===== config.mk =====
export PLATFORM = sky130hd
export DESIGN_NAME = if_fetch_stage
export DESIGN_NICKNAME = d
export VERILOG_FILES = /design/src/rtl/if_fetch_stage.sv
export SDC_FILE = /design/constraint.sdc
export NUM_CORES = 1
export LEC_CHECK = 0
export CAP_MARGIN = 20
export CORE_MARGIN = 1.5
export CORE_UTILIZATION = 30
export CTS_CLUSTER_DIAMETER = 40
export CTS_CLUSTER_SIZE = 10
export DETAILED_ROUTE_END_ITERATION = 16
export GPL_TIMING_DRIVEN = 0
export PLACE_DENSITY = 0.52
export SLEW_MARGIN = 20
export SYNTH_ARGS = -nofsm -noshare
export SYNTH_HDL_FRONTEND = slang
export SYNTH_SLANG_ARGS = --single-unit

===== constraint.sdc =====
create_clock -name clk -period 2.3 [get_ports clk]
set_input_delay 0.23 -clock clk [delete_from_list [all_inputs] [get_ports clk]]
set_output_delay 0.23 -clock clk [all_outputs]
set_load 0.005 [all_outputs]

===== src/rtl/if_fetch_stage.sv =====
// ---------------------------------------------------------------------------
// if_fetch_stage
//
// Instruction fetch stage with a single-entry skid buffer and an IF/ID
// pipeline register.
//
// The PC drives the instruction memory address directly. The PC advances
// only when a word is accepted (FETCH state with imem_ready=1) or when a
// redirect arrives. If decode stalls in the same cycle that a word is
// accepted, the word is parked in the skid buffer. The stage then sits in
// HOLD and does not request until decode frees up.
//
// Ports:
//   clk          - single clock, rising edge
//   reset        - synchronous active-high reset
//   imem_req     - fetch request (0 in HOLD and whenever reset=1)
//   imem_addr    - fetch address, always equal to the PC register
//   imem_rdata   - instruction word returned by memory
//   imem_ready   - imem_rdata is valid this cycle
//   stall        - decode cannot take a new instruction; IF/ID holds
//   redirect     - taken branch; flush and refetch from redirect_pc
//   redirect_pc  - branch target (low two bits ignored)
//   id_instr     - IF/ID instruction (0 for a bubble)
//   id_pc4       - IF/ID fetch address + 4
//   id_valid     - id_instr holds a real instruction
//   id_op        - id_instr[31:26], opcode field for decode
// ---------------------------------------------------------------------------
module if_fetch_stage #(
  parameter logic [31:0] RESET_PC = 32'h0000_0000
) (
  input  logic        clk,
  input  logic        reset,
  output logic        imem_req,
  output logic [31:0] imem_addr,
  input  logic [31:0] imem_rdata,
  input  logic        imem_ready,
  input  logic        stall,
  input  logic        redirect,
  input  logic [31:0] redirect_pc,
  output logic [31:0] id_instr,
  output logic [31:0] id_pc4,
  output logic        id_valid,
  output logic [5:0]  id_op
);

  typedef enum logic {FETCH, HOLD} state_t;

  state_t      state, state_next;
  logic [31:0] pc, pc_next;
  logic [31:0] id_instr_next, id_pc4_next;
  logic        id_valid_next;
  logic [31:0] skid_instr, skid_instr_next;
  logic [31:0] skid_pc4, skid_pc4_next;
  logic [31:0] pc_plus4;

  assign pc_plus4  = pc + 32'd4;
  assign imem_addr = pc;
  // Reset suppresses the request combinationally so that nothing is issued
  // during a reset cycle, even while the state register still reads FETCH.
  assign imem_req  = (state == FETCH) && !reset;
  assign id_op     = id_instr[31:26];

  // State register
  always_ff @(posedge clk) begin
    if (reset) begin
      state <= FETCH;
    end else begin
      state <= state_next;
    end
  end

  // Datapath registers: PC, IF/ID and skid buffer
  always_ff @(posedge clk) begin
    if (reset) begin
      pc         <= RESET_PC;
      id_instr   <= 32'd0;
      id_pc4     <= 32'd0;
      id_valid   <= 1'b0;
      skid_instr <= 32'd0;
      skid_pc4   <= 32'd0;
    end else begin
      pc         <= pc_next;
      id_instr   <= id_instr_next;
      id_pc4     <= id_pc4_next;
      id_valid   <= id_valid_next;
      skid_instr <= skid_instr_next;
      skid_pc4   <= skid_pc4_next;
    end
  end

  // Next-state logic. Redirect wins over everything except reset. It flushes
  // IF/ID to a bubble and drops both the parked word and any word returning
  // in the same cycle.
  always_comb begin
    state_next      = state;
    pc_next         = pc;
    id_instr_next   = id_instr;
    id_pc4_next     = id_pc4;
    id_valid_next   = id_valid;
    skid_instr_next = skid_instr;
    skid_pc4_next   = skid_pc4;

    if (redirect) begin
      pc_next         = {redirect_pc[31:2], 2'b00};
      id_instr_next   = 32'd0;
      id_valid_next   = 1'b0;
      skid_instr_next = 32'd0;
      skid_pc4_next   = 32'd0;
      state_next      = FETCH;
    end else begin
      case (state)
        FETCH: begin
          if (imem_ready) begin
            pc_next = pc_plus4;
            if (stall) begin
              skid_instr_next = imem_rdata;
              skid_pc4_next   = pc_plus4;
              state_next      = HOLD;
            end else begin
              id_instr_next = imem_rdata;
              id_pc4_next   = pc_plus4;
              id_valid_next = 1'b1;
            end
          end else if (!stall) begin
            // Memory has not answered yet; feed decode a NOP bubble.
            id_instr_next = 32'd0;
            id_valid_next = 1'b0;
          end
        end
        HOLD: begin
          if (!stall) begin
            id_instr_next = skid_instr;
            id_pc4_next   = skid_pc4;
            id_valid_next = 1'b1;
            state_next    = FETCH;
          end
        end
        default: state_next = FETCH;
      endcase
    end
  end

endmodule


==> qor.yml, run 1 <==
numCtsBuffers: 17
ir_drop_uv: 398
max_freq_ghz: 0.455
synth_edf_count: 0
crit_type: "register to register"
ys_types: 57
dr_total_vias: 7100
drt-total-wl_um: 25000
grt_pass1_vias: 6682
syn_to_final_growth_pct: 38.3
p_per_area_mw_per_mm2: 677
critPathMaxFanout: 7
root_buffer: "clkbuf_16"
r2r-start: "imem_addr[7]"
grt_max_degree: 17
antenna_left: 0
cts_tree: "built"
path_buf_inv: 1
cp-end-kind: "register"
post-route-drc-count: 0
min_path_cells: 3
power.switching_w: 0.00177
clkTransAtPathRegs_ns: 0.07
start_kind: "register"
fillers: 2378
p_leak_nw: 3.35
busiest_layer: "met2"
first_pass_iters: 5
clkPwrFrac_pct: 44.9
track_usage_pct: 20.3
rr_worst_depth: 6
clock_path_buffers: 2
p_int_w: 0.00488
synth_ff_type: "dfxtp_1"
diodes: 0
viasPerCell: 4.93
min-delay-start: "redirect_pc[16]"
grt_setup_unrepaired: "no"
std_cell_rows: 56
pin_count: 173
critical_path.max_stage_delay_ns: 0.54
overflow: 0
port_buffers: 162
die-area_mm2: 0.0246
swShare_pct: 26.6
required_ns: 2.64
combPwrFrac_pct: 11.8
ys_async_sr_fraction_pct: 0
layout_min_cycle_time_ns: 2.20
hold_violations: 0
cts-htree-levels: 4
crit_slowest_cell: "dfxtp_1"
initial_core_util_pct: 30.5
hold_buffers: 0
cp_top_family: "simple AND/OR/NAND/NOR gates"
cts_sinks: 156
skew_ns: 0.0106
grt_use_met3_pct: 4.52
fin_util_pct: 42.1
ys_seq_area_share_pct: 43.9
slew_viol_final: 0
dp_cells: 1403
drt-initial-drc-count: 369
slew_headroom_pct: 50.9
drive_above_1_share_pct: 6.78
hold_path_class: "input port to register"
dp_hpwl_um: 18100
clock_latency_ns: 0.44
syn-instance-count: 919
antenna_found_initial: 0
worstMarginPinSlew_ns: 0.737
syn_area_mm2: 0.00711
fin_crit_sh_pct: 95.5
outcome: "finished, final reports clean"
p_seq_share_pct: 43.3
grt.met1_usage_pct: 28.2
fin_setup_tns_ns: 0
grt_first_pass_wirelength_um: 38100
drv_cap: 0
avgRoutedWirePerCell_um: 17.3
crit_start: "imem_addr[7]"
coreArea_mm2: 0.0233
worstPathArrival_ns: 2.54
nets: 1178
die_w_um: 157
avgSynthCellArea_um2: 7.74
yosysWarningCount: 0
place_congestion: 0.860
setup_violations: 0
grtUsageMet2_pct: 31.7
ys_ff_latch: 156
path_cells: "nand4_1, nor4_4, buf_4, nand4_4, or4_1, a311oi_1"
die_y_um: 157
path_depth: 6
instances_no_fill: 1440
[registers in the layout, indices dropped and copies added (netlist names)]
register	cells
id_instr	32
id_pc4	30
id_valid	1
imem_addr	30
skid_instr	32
skid_pc4	30
state	1
[cells by family after synthesis]
group	after synthesis	synth area share, %
AO/OA/AOI/OAI	246	19.4
multiplexers	3	0.422
other	1	0.0527
adder cells (fa/ha/maj)	1	0.176
XOR/XNOR	48	5.91
buffers and inverters	93	6.18
flip-flops	156	43.9
AND/OR/NAND/NOR	371	24.0
[final cells by class]
class | instances | area [um^2] | share of cell area (%)
Timing Repair Buffer | 168 | 1670 | 16.9
Sequential cell | 156 | 3120 | 31.8
Clock buffer | 17 | 425 | 4.33
Buffer | 85 | 412 | 4.19
Multi-Input combinational cell | 673 | 3590 | 36.5
Inverter | 7 | 26.3 | 0.267
Clock inverter | 15 | 186 | 1.90
Tap cell | 319 | 399 | 4.06
[layer usage]
| layer | wire, um | up-vias | part of all wire, % |
|---|---|---|---|
| met5 | 0 | - | 0 |
| met4 | 340 | 0 | 1.4 |
| met3 | 1660 | 26 | 6.7 |
| met2 | 11200 | 252 | 45 |
| met1 | 11800 | 3262 | 47 |
| li1 | - | 3560 | - |
[repair_timing]
| action | CTS | global route |
|---|---|---|
| buffers inserted | 1 | 5 |
| pin swaps | 2 | 3 |
| gates resized for setup | 4 | 5 |
| endpoints found under the setup margin | 15 | 28 |
[power by group through the flow]
| stage | clock network [W] | registers [W] | logic (W) |
|---|---|---|---|
| final | 0.00299 | 0.00288 | 0.000783 |
| after global routing | 0.00318 | 0.00289 | 0.000857 |
| after CTS | 0.00304 | 0.00288 | 0.000785 |
| after detailed placement | 0 | 0.00294 | 0.000778 |
| after global placement | 0 | 0.00294 | 0.000781 |
| after floorplan | 0 | 0.00292 | 0.000378 |
[Yosys cell counts (all sizes together), types with 18 or more instances]
library cell / n / area, um^2
nor3: 18 / 90.1
nor2: 82 / 315
xor2: 21 / 184
nand3: 48 / 240
a211oi: 30 / 225
xnor2: 27 / 236
o21ai: 38 / 190
dfxtp: 156 / 3120
buf: 19 / 125
nand2: 159 / 597
clkbuf: 66 / 277
a21oi: 146 / 731
[through the flow]
step / hold slack, ns / worst slack (ns) / total power, W / area [um^2]
floorplan: 0.366 / 0.266 / 0.00330 / 7120
global placement: 0.443 / -0.220 / 0.00372 / 9140
detailed placement: 0.443 / -0.230 / 0.00372 / 9140
CTS: 0.336 / -0.00274 / 0.00671 / 9790
global route: 0.357 / 0.0213 / 0.00693 / 9830
finish: 0.357 / 0.104 / 0.00665 / 9830
[final timing paths]
kind | end | slack, ns
max | imem_addr[31] | 0.10
min | imem_addr[16] | 0.36
max reg2reg | imem_addr[31] | 0.10
min reg2reg | id_pc4[10] | 0.45
[worst min-delay path, stage by stage]
cell             delay (ns)
clkdlybuf4s50_1        0.39
nand2_1                0.06
a21oi_1                0.05
[placed cells by master (no fill, tap or decap), drive strengths merged, types with 12 or more instances in the layout]
cell	Yosys	final
nand4	14	14
clkbuf	66	83
nor4	14	14
inv	6	12
nor2	82	82
dfxtp	156	156
o21ai	38	38
a211oi	30	30
xor2	21	21
nand3	48	48
nor3	18	18
and3	14	14
nand2	159	159
clkdlybuf4s50	1	163
xnor2	27	27
o22ai	13	13
buf	19	24
a21oi	146	146
(Power assumes the default switching activity.)
==> run 2, diff against run 1 <==
- SLEW_MARGIN: 20 -> 5
==> results of run 2 <==
No change in the layout: final DEF, timing and power equal those of run 1.
